## src/rtl/m_div_iter_pkg.sv

```systemverilog
// ---------------------------------------------------------------------------
// m_div_iter_pkg
//   Shared definitions for the iterative RV64 M-extension divider:
//   datapath width, ALU opcode encodings, divide constants, FSM state
//   encoding and the divide-op decoder.
// ---------------------------------------------------------------------------
package m_div_iter_pkg;

    localparam int GLOBAL_XLEN = 64;

    // Divide constants (full width and 32-bit W width)
    localparam logic [63:0] NEGATIVE_1         = 64'hFFFF_FFFF_FFFF_FFFF;
    localparam logic [31:0] NEGATIVE_1_W       = 32'hFFFF_FFFF;
    localparam logic [63:0] DIV_MOST_NEG_INT   = 64'h8000_0000_0000_0000;
    localparam logic [31:0] DIV_MOST_NEG_INT_W = 32'h8000_0000;

    // ALU operation encodings (subset relevant to the M extension)
    localparam logic [5:0] ALU_OP_ADD   = 6'h00;
    localparam logic [5:0] ALU_OP_MUL   = 6'h10;
    localparam logic [5:0] ALU_OP_DIV   = 6'h18;
    localparam logic [5:0] ALU_OP_DIVU  = 6'h19;
    localparam logic [5:0] ALU_OP_REM   = 6'h1A;
    localparam logic [5:0] ALU_OP_REMU  = 6'h1B;
    localparam logic [5:0] ALU_OP_DIVW  = 6'h1C;
    localparam logic [5:0] ALU_OP_DIVUW = 6'h1D;
    localparam logic [5:0] ALU_OP_REMW  = 6'h1E;
    localparam logic [5:0] ALU_OP_REMUW = 6'h1F;

    typedef enum logic [1:0] {
        DIV_STATE_IDLE   = 2'd0,
        DIV_STATE_DIVIDE = 2'd1,
        DIV_STATE_FIXUP  = 2'd2,
        DIV_STATE_DONE   = 2'd3
    } div_state_e;

    typedef struct packed {
        logic is_div;     // one of the eight DIV*/REM* codes
        logic is_signed;  // DIV/REM/DIVW/REMW
        logic is_rem;     // remainder wanted instead of quotient
        logic is_w;       // 32-bit W variant
    } div_op_t;

    function automatic div_op_t decode_div_op(input logic [5:0] op);
        div_op_t d;
        d = '0;
        case (op)
            ALU_OP_DIV:   begin d.is_div = 1'b1; d.is_signed = 1'b1; end
            ALU_OP_DIVU:  begin d.is_div = 1'b1; end
            ALU_OP_REM:   begin d.is_div = 1'b1; d.is_signed = 1'b1; d.is_rem = 1'b1; end
            ALU_OP_REMU:  begin d.is_div = 1'b1; d.is_rem = 1'b1; end
            ALU_OP_DIVW:  begin d.is_div = 1'b1; d.is_signed = 1'b1; d.is_w = 1'b1; end
            ALU_OP_DIVUW: begin d.is_div = 1'b1; d.is_w = 1'b1; end
            ALU_OP_REMW:  begin d.is_div = 1'b1; d.is_signed = 1'b1; d.is_rem = 1'b1; d.is_w = 1'b1; end
            ALU_OP_REMUW: begin d.is_div = 1'b1; d.is_rem = 1'b1; d.is_w = 1'b1; end
            default:      d = '0;
        endcase
        return d;
    endfunction

endpackage

```

## src/rtl/m_div_iter.sv

```systemverilog
// ---------------------------------------------------------------------------
// m_div_iter
//   Iterative radix-2 restoring divider for RV64 DIV/DIVU/REM/REMU and their
//   W variants. Divides unsigned magnitudes one quotient bit per cycle, then
//   applies sign fixup and W sign-extension. Divide-by-zero and signed
//   overflow bypass the iteration and complete in one cycle.
//
// Ports:
//   clk_i            clock, rising edge
//   rst_ni           synchronous active-low reset
//   start_i          request valid this cycle
//   kill_i           flush: abandon in-flight op, suppress its result
//   alu_operation_i  ALU opcode (only DIV*/REM* codes are accepted)
//   a_i, b_i         dividend (rs1), divisor (rs2)
//   result_o         registered result, held until the next completion
//   valid_o          one-cycle completion pulse
//   stall_o          hold upstream pipeline (combinational)
// ---------------------------------------------------------------------------
module m_div_iter
    import m_div_iter_pkg::*;
#(
    parameter int XLEN = GLOBAL_XLEN
) (
    input  logic            clk_i,
    input  logic            rst_ni,
    input  logic            start_i,
    input  logic            kill_i,
    input  logic [5:0]      alu_operation_i,
    input  logic [XLEN-1:0] a_i,
    input  logic [XLEN-1:0] b_i,
    output logic [XLEN-1:0] result_o,
    output logic            valid_o,
    output logic            stall_o
);

    localparam int CNT_W = $clog2(XLEN + 1);

    div_state_e        state_q;
    logic              is_rem_q, is_w_q;
    logic              neg_quot_q, neg_rem_q;
    logic [XLEN-1:0]   divisor_q, rem_q, quot_q;
    logic [CNT_W-1:0]  cnt_q;

    // W results are always the low word sign-extended, even for unsigned ops.
    function automatic logic [XLEN-1:0] fmt_w(input logic [XLEN-1:0] x, input logic w);
        return w ? {{(XLEN-32){x[31]}}, x[31:0]} : x;
    endfunction

    // ------------------------------------------------------------------
    // Issue-side operand preparation
    // ------------------------------------------------------------------
    div_op_t         op_in;
    logic [XLEN-1:0] a_ext, b_ext, a_mag, b_mag, quot_init, special_res;
    logic            a_neg, b_neg, div_zero, overflow, accept;

    assign op_in = decode_div_op(alu_operation_i);

    always_comb begin
        a_ext = a_i;
        b_ext = b_i;
        if (op_in.is_w) begin
            a_ext = {{(XLEN-32){op_in.is_signed & a_i[31]}}, a_i[31:0]};
            b_ext = {{(XLEN-32){op_in.is_signed & b_i[31]}}, b_i[31:0]};
        end
        a_neg = op_in.is_signed & a_ext[XLEN-1];
        b_neg = op_in.is_signed & b_ext[XLEN-1];
        a_mag = a_neg ? -a_ext : a_ext;
        b_mag = b_neg ? -b_ext : b_ext;
        // W magnitudes fit in 32 bits; park them in the top half so the
        // dividend MSB is shifted into the remainder first.
        quot_init = op_in.is_w ? (a_mag << 32) : a_mag;

        div_zero = (b_ext == '0);
        if (op_in.is_w)
            overflow = op_in.is_signed && (a_ext[31:0] == DIV_MOST_NEG_INT_W)
                                       && (b_ext[31:0] == NEGATIVE_1_W);
        else
            overflow = op_in.is_signed && (a_ext == DIV_MOST_NEG_INT)
                                       && (b_ext == NEGATIVE_1);

        if (div_zero)
            special_res = op_in.is_rem ? a_ext : NEGATIVE_1;
        else if (op_in.is_w)
            special_res = op_in.is_rem ? '0 : {{(XLEN-32){1'b1}}, DIV_MOST_NEG_INT_W};
        else
            special_res = op_in.is_rem ? '0 : DIV_MOST_NEG_INT;
        special_res = fmt_w(special_res, op_in.is_w);
    end

    assign accept  = (state_q == DIV_STATE_IDLE) & start_i & op_in.is_div & ~kill_i;
    assign stall_o = accept | (state_q == DIV_STATE_DIVIDE) | (state_q == DIV_STATE_FIXUP);

    // ------------------------------------------------------------------
    // Restoring step: shift {rem,quot} left, trial-subtract the divisor
    // ------------------------------------------------------------------
    logic [XLEN:0]   trial;
    logic [XLEN-1:0] rem_step, quot_step;

    always_comb begin
        trial = {rem_q, quot_q[XLEN-1]} - {1'b0, divisor_q};
        if (!trial[XLEN]) begin
            rem_step  = trial[XLEN-1:0];
            quot_step = {quot_q[XLEN-2:0], 1'b1};
        end else begin
            rem_step  = {rem_q[XLEN-2:0], quot_q[XLEN-1]};
            quot_step = {quot_q[XLEN-2:0], 1'b0};
        end
    end

    // ------------------------------------------------------------------
    // Sign fixup and result selection
    // ------------------------------------------------------------------
    logic [XLEN-1:0] quot_fix, rem_fix, fix_res;

    always_comb begin
        quot_fix = neg_quot_q ? -quot_q : quot_q;
        rem_fix  = neg_rem_q  ? -rem_q  : rem_q;
        fix_res  = fmt_w(is_rem_q ? rem_fix : quot_fix, is_w_q);
    end

    // ------------------------------------------------------------------
    // Control FSM
    // ------------------------------------------------------------------
    always_ff @(posedge clk_i) begin
        if (!rst_ni) begin
            state_q    <= DIV_STATE_IDLE;
            is_rem_q   <= 1'b0;
            is_w_q     <= 1'b0;
            neg_quot_q <= 1'b0;
            neg_rem_q  <= 1'b0;
            divisor_q  <= '0;
            rem_q      <= '0;
            quot_q     <= '0;
            cnt_q      <= '0;
            result_o   <= '0;
            valid_o    <= 1'b0;
        end else begin
            valid_o <= 1'b0;
            if (kill_i) begin
                // Flush: drop the op, keep the last delivered result.
                state_q <= DIV_STATE_IDLE;
            end else begin
                case (state_q)
                    DIV_STATE_IDLE: begin
                        if (accept) begin
                            is_rem_q   <= op_in.is_rem;
                            is_w_q     <= op_in.is_w;
                            neg_quot_q <= a_neg ^ b_neg;
                            neg_rem_q  <= a_neg;
                            divisor_q  <= b_mag;
                            rem_q      <= '0;
                            quot_q     <= quot_init;
                            if (div_zero || overflow) begin
                                result_o <= special_res;
                                valid_o  <= 1'b1;
                                state_q  <= DIV_STATE_DONE;
                            end else begin
                                cnt_q   <= op_in.is_w ? CNT_W'(32) : CNT_W'(XLEN);
                                state_q <= DIV_STATE_DIVIDE;
                            end
                        end
                    end
                    DIV_STATE_DIVIDE: begin
                        rem_q  <= rem_step;
                        quot_q <= quot_step;
                        cnt_q  <= cnt_q - 1'b1;
                        if (cnt_q == CNT_W'(1))
                            state_q <= DIV_STATE_FIXUP;
                    end
                    DIV_STATE_FIXUP: begin
                        result_o <= fix_res;
                        valid_o  <= 1'b1;
                        state_q  <= DIV_STATE_DONE;
                    end
                    DIV_STATE_DONE: begin
                        state_q <= DIV_STATE_IDLE;
                    end
                    default: state_q <= DIV_STATE_IDLE;
                endcase
            end
        end
    end

endmodule

```

## config.mk

```make
export PLATFORM = sky130hd
export DESIGN_NAME = m_div_iter
export DESIGN_NICKNAME = d
export VERILOG_FILES = /design/src/rtl/m_div_iter_pkg.sv /design/src/rtl/m_div_iter.sv
export SDC_FILE = /design/constraint.sdc
export NUM_CORES = 1
export LEC_CHECK = 0
export ABC_AREA = 0
export CAP_MARGIN = 30
export CORE_UTILIZATION = 60
export CTS_BUF_LIST = sky130_fd_sc_hd__clkbuf_8 sky130_fd_sc_hd__clkbuf_16
export DETAILED_ROUTE_END_ITERATION = 12
export HOLD_SLACK_MARGIN = 0.02
export PLACE_DENSITY = 0.84
export SYNTH_ARGS = -nofsm -noshare
export SYNTH_HDL_FRONTEND = slang
export SYNTH_SLANG_ARGS = --single-unit
```

## constraint.sdc

```tcl
create_clock -name clk_i -period 5 [get_ports clk_i]
set_clock_uncertainty 0.15 [all_clocks]
set_input_delay 1.5 -clock clk_i [delete_from_list [all_inputs] [get_ports clk_i]]
set_output_delay 1.5 -clock clk_i [all_outputs]
set_load 0.1 [all_outputs]
```

# ---- Word level (Yosys, flattened, before mapping)
# Cells that the tools add are included.
dict set report word_totals {
  input_bits 138
  ff_bits 270
}
dict set report op_classes {
  add_sub_neg 6
  n_reduce_logical 19
  n_bitwise 12
  muxes 40
  eq_ne 20
}
# operator n
set op_table {}
lappend op_table {{64-bit two-way mux} 20}
lappend op_table {{64-bit case mux with 2 select lines} 3}
lappend op_table {{64-bit negation} 4}
lappend op_table {{64-bit == test (second input constant)} 2}
lappend op_table {{65-bit by 64-bit subtractor with 65-bit output} 1}
lappend op_table {{32-bit == test (second input constant)} 2}
lappend op_table {{64-bit logical NOT} 1}
lappend op_table {{6-bit by 5-bit == test with 1-bit output (second input constant)} 8}
lappend op_table {{7-bit two-way mux} 3}
lappend op_table {{7-bit case mux with 2 select lines} 1}
lappend op_table {{4-bit OR reduction} 3}
lappend op_table {{1-bit two-way mux} 8}
lappend op_table {{2-bit case mux with 4 select lines} 1}
lappend op_table {{4-bit AND reduction} 2}
lappend op_table {{8-bit OR reduction} 1}
lappend op_table {{1-bit bitwise AND} 7}
lappend op_table {{7-bit by 1-bit == test with 1-bit output (second input constant)} 1}
lappend op_table {{7-bit by 1-bit subtractor with 7-bit output (second input constant)} 1}
lappend op_table {{2-bit two-way mux} 3}
lappend op_table {{3-bit AND reduction} 2}
lappend op_table {{2-bit == test (second input constant)} 2}
lappend op_table {{1-bit logical AND} 4}
lappend op_table {{2-bit by 1-bit != test with 1-bit output (second input constant)} 2}
lappend op_table {{2-bit != test (second input constant)} 2}
lappend op_table {{other kinds (10)} 13}

# ---- Logic depth before layout (Yosys ltp)
dict set report depth {
  word_depth 13
  mapped_depth 16
  mapped_depth_nobuf 14
}

# ---- Worst setup path before layout
# Ideal clock, no wire load.
dict set report synth_path {
  path_kind {input -> output}
  start {input alu_operation_i[5]}
  end {output stall_o}
  path_stages 4
  n_path_buf 1
  t_arrival_ps 3205
  t_required_ps 3350
  setup_slack_ps 145
  cell_sequence {nand3b_1 > nor3_1 > clkbuf_1 > or3_1}
}
dict set report synth_between {
  elab_chain_len 7
  word_cells_on_any_way 14
  cone_classes {8 x eq/ne; 1 x mux; 4 x bitwise; 1 x reduce/logical}
}
# element line_no
set synth_lines {}
lappend synth_lines {{start, declared} m_div_iter.sv:28} ;# input logic [5:0] alu_operation_i,
lappend synth_lines {{6-bit by 5-bit == test with 1-bit output} m_div_iter_pkg.sv:46} ;# case (op)
lappend synth_lines {{8-bit OR reduction (no source line) (*)} n/a}
lappend synth_lines {{1-bit two-way mux (*)} m_div_iter_pkg.sv:46}
lappend synth_lines {{1-bit bitwise AND (*) (2 in series)} m_div_iter.sv:90} ;# assign accept = (state_q == DIV_STATE_IDLE) & start_i & op_in.is_div & ~kill_i;
lappend synth_lines {{1-bit OR (*) (2 in series)} m_div_iter.sv:91} ;# assign stall_o = accept | (state_q == DIV_STATE_DIVIDE) | (state_q == DIV_STATE_FIXUP);
lappend synth_lines {{end, declared} m_div_iter.sv:33} ;# output logic stall_o
# Every way passes the cells marked *; elsewhere a longest branch is shown, timed or not.

# ---- Final worst setup path
dict set report layout_path {
  start {input b_i[15]}
  end {register result_o[62]}
}
dict set report layout_between {
  elab_chain_len 7
  word_cells_on_any_way 15
  cone_classes {3 x eq/ne; 7 x mux; 5 x reduce/logical}
}
# element line_no
set layout_lines {}
lappend layout_lines {{start, declared} m_div_iter.sv:30} ;# input logic [XLEN-1:0] b_i,
lappend layout_lines {{64-bit two-way mux (*)} m_div_iter.sv:61} ;# if (op_in.is_w) begin
lappend layout_lines {{64-bit logical NOT (tied with other cells)} m_div_iter.sv:73} ;# div_zero = (b_ext == '0);
lappend layout_lines {{64-bit two-way mux (tied with other cells)} m_div_iter.sv:81} ;# if (div_zero)
lappend layout_lines {{64-bit two-way mux or 1-bit two-way mux (tied branches)} {m_div_iter.sv:46, m_div_iter.sv:74}}
lappend layout_lines {{64-bit two-way mux or 1-bit logical OR (tied branches)} m_div_iter.sv:153} ;# if (div_zero || overflow) begin
lappend layout_lines {{64-bit two-way mux or 2-bit by 1-bit != test with 1-bit output (tied branches)} n/a}
lappend layout_lines {{64-bit case mux with 2 select lines or 4-bit AND reduction (tied branches)} n/a}
lappend layout_lines {{end signal, assigned} m_div_iter.sv:154} ;# result_o <= special_res;
lappend layout_lines {{end signal, assigned} m_div_iter.sv:171} ;# result_o <= fix_res;
lappend layout_lines {{end, declared} m_div_iter.sv:31} ;# output logic [XLEN-1:0] result_o,
# Every way passes the cells marked *; elsewhere a longest branch is shown, timed or not. The select of a mux whose other input is x is not followed.
# A chain may end at the register's enable or synchronous reset.

==> results_dict.tcl <==
set metrics [dict create \
    outcome "completed" \
    firstDrtPassIters 6 \
    die_height_um 194.5 \
    grt-ovfl-total 0 \
    path_common_cell "o21ai_0" \
    wl_mm 85.76 \
    maxSlewViolCount 0 \
    holdPathEnd "divisor_q[32]" \
    ctsHoldBuffers 0 \
    place.port_buffers 203 \
    antenna_cells 0 \
    grt_use_total_pct 44.04 \
    grt_setup_unrepaired "no" \
    slew_headroom_pct 32.47 \
    required_ps 5320 \
    gp_congestion 0.9927 \
    cts_tree "done" \
    cp_cell_sequence "clkdlybuf4s50_1, or4_4, or4_1, or4_4, nor3_4, buf_4, nand2_1, a21oi_1, nor2_1, buf_4, o21ai_0, o21ai_0, o21ai_0" \
    ys_ff_latch 270 \
    avgSynthCellArea_um2 7.135 \
    synth_edf_count 0 \
    syn_nets 3329 \
    antenna_found_initial 0 \
    grt_max_degree 94 \
    max_cap_violations 0 \
    rr_endpoint "rem_q[62]" \
    layout_commonest_cell "nor2_1" \
    numCtsBuffers 34 \
    synth_seq_area_share_pct 24.31 \
    hpwl_mm 64.54 \
    grt_pass1_vias 23420 \
    ioPinCount 204 \
    clk_path_buf_depth 3 \
    core_area_um2 36520 \
    insertion_delay_ps 560 \
    cp.arrival_ps 5160 \
    die_w_um 194.5 \
    fmax_ghz 0.2065 \
    clkSlewWorstSetupHoldPaths_ps 60 \
    fin_hold_ws_ps 305.3 \
    peakVddDrop_mv 0.2662 \
    reg2reg_from "quot_q[63]" \
    slowest_stage "or4_4" \
    slowest_delay_ps 600 \
    dieArea_um2 37830 \
    fin_crit_sh_pct 96.85 \
    drc 0 \
    startpoint_type "input pin" \
    layout_common_cells "329 x nor2_1, 316 x nand2_1, 271 x o21ai_0, 267 x dfxtp_1, 248 x a21oi_1" \
    worst_r2r_path_depth 16 \
    htree_levels 2 \
    p_leak_nw 10.07 \
    synthArstFlopShare_pct 0 \
    worstSetupPathType "in2reg" \
    cts.sinks 270 \
    via_count 25720 \
    drtIter0Drc 3202 \
    synth_area_um2 22230 \
    tns_ps 0 \
    worst_slew_pin_slew_ps 1010 \
    hp-start "divisor_q[32]" \
    hold_viol_final 0 \
    powerDensity_nw_per_um2 225.9 \
    clock-root-buffer "clkbuf_16" \
    min_path_cells 2 \
    layout.nets 3503 \
    post_cts_buffers 0 \
    endpoint_kind "flop" \
    grt_first_pass_wirelength_mm 132.2 \
    fill_cells 3006 \
    critical_path.n_buffers_inverters 3 \
    hp-class "reg2reg" \
    start_util_pct 60.87 \
    layout-drive-gt1-share_pct 7.878 \
    reg2reg_setup_slack_ps 240 \
    drtAntennaViolNets 0 \
    ys_warn_count 0 \
    area_growth_pct 19.30 \
    synth_flop_cell "dfxtp_1" \
    setup_viol 0 \
    cpLargestDelayFamily "simple AND/OR/NAND/NOR gates" \
    synthCells 3116 \
    fp-row-count 70 \
    fin_crit_ps 4843 \
    routed_via_density 6.803 \
    crit_path_max_fanout 13 \
    wl_per_cell_um 22.68 \
    power_w 0.005992 \
    final_core_util_pct 72.62 \
    ys_types 82 \
]
## power by group
group	switching [W]	internal, W	leakage (nW)	total (W)
Combinational	0.000780	0.000509	7.31	0.00129
Sequential	0.0000206	0.00217	2.18	0.00219
Clock	0.00102	0.00149	0.584	0.00251
Total	0.00182	0.00417	10.1	0.00599
## worst max path at each step
stage,cells after the start,endpoint,slack [ps],from
after floorplan,4,stall_o,140,alu_operation_i[5]
after global placement,13,result_o[42],-230,b_i[15]
after detailed placement,13,result_o[36],-300,b_i[15]
after CTS,13,result_o[36],210,b_i[15]
after global routing,12,result_o[51],10,b_i[15]
final,13,result_o[62],160,b_i[15]
## cells in the mapped netlist (all sizes together) (46+ instances only)
master,number,area (µm²)
o21ai,276,1381
ha,74,925.9
xnor2,139,1217
nand3,86,430.4
a21oi,250,1251
inv,110,412.9
o31ai,70,539.3
clkbuf,197,743.2
nor3,78,401.6
a211oi,128,960.9
dfxtp,270,5405
nand2,316,1186
or3,46,287.8
xor2,140,1226
nor2,335,1270
## metal layers
metal  track usage, %  vias up  share of wire [%]
li1                 -    11750                  -
met1            59.44    11880                 40
met2            66.44     1799                 42
met3            8.242      294                 12
met4            23.25        0                5.8
met5                0        -                  0
## cell families (layout without fill, tap and decap cells)
| group | Yosys count | in the layout | share of synthesized area, % |
|---|---|---|---|
| and+or+nand+nor | 1074 | 1074 | 22.64 |
| AOI/OAI and AO/OA | 1044 | 1044 | 30.28 |
| buffers and inverters | 336 | 533 | 5.797 |
| xor gates and xnor gates | 279 | 279 | 10.99 |
| DFF | 270 | 270 | 24.31 |
| adders and majority gates | 75 | 75 | 4.255 |
| muxes | 38 | 38 | 1.722 |
## tightest hold or removal path, stage by stage, from the launching register on
cell     delay, ps
dfxtp_1        310
nand2_1         50
a21oi_1         50
## metrics by stage
stage	cells	setup WS [ps]	instance area (µm²)
3_3_place_gp	3722	-232.4	25400
3_5_place_dp	3722	-298.0	25400
6_report	3781	157.3	26520
2_1_floorplan	3116	145.0	22230
5_1_grt	3781	9.931	26520
4_1_cts	3781	214.0	26520
## repair_timing
item | in CTS | in global routing
gates resized for setup | 0 | 1
hold endpoints to repair | 0 | 0
setup endpoints to repair | 0 | 1
## final cells by class
cell class / instances / area [µm²] / area share [%]
flip-flops and latches: 270 / 5409 / 20.39
clock buffers: 39 / 930.9 / 3.510
inverters: 111 / 419.2 / 1.580
well taps: 468 / 585.6 / 2.208
repair buffers: 363 / 3368 / 12.70
multi-input cells: 2510 / 15620 / 58.88
clock inverters: 20 / 192.7 / 0.7265
## flip-flops by register name, indices dropped and copies added, names as in the netlist, 2 cells and up
register and cells:
divisor_q 64, quot_q 64, rem_q 64, result_o 64, cnt_q 7, state_q 2
(Power assumes the default switching activity.)
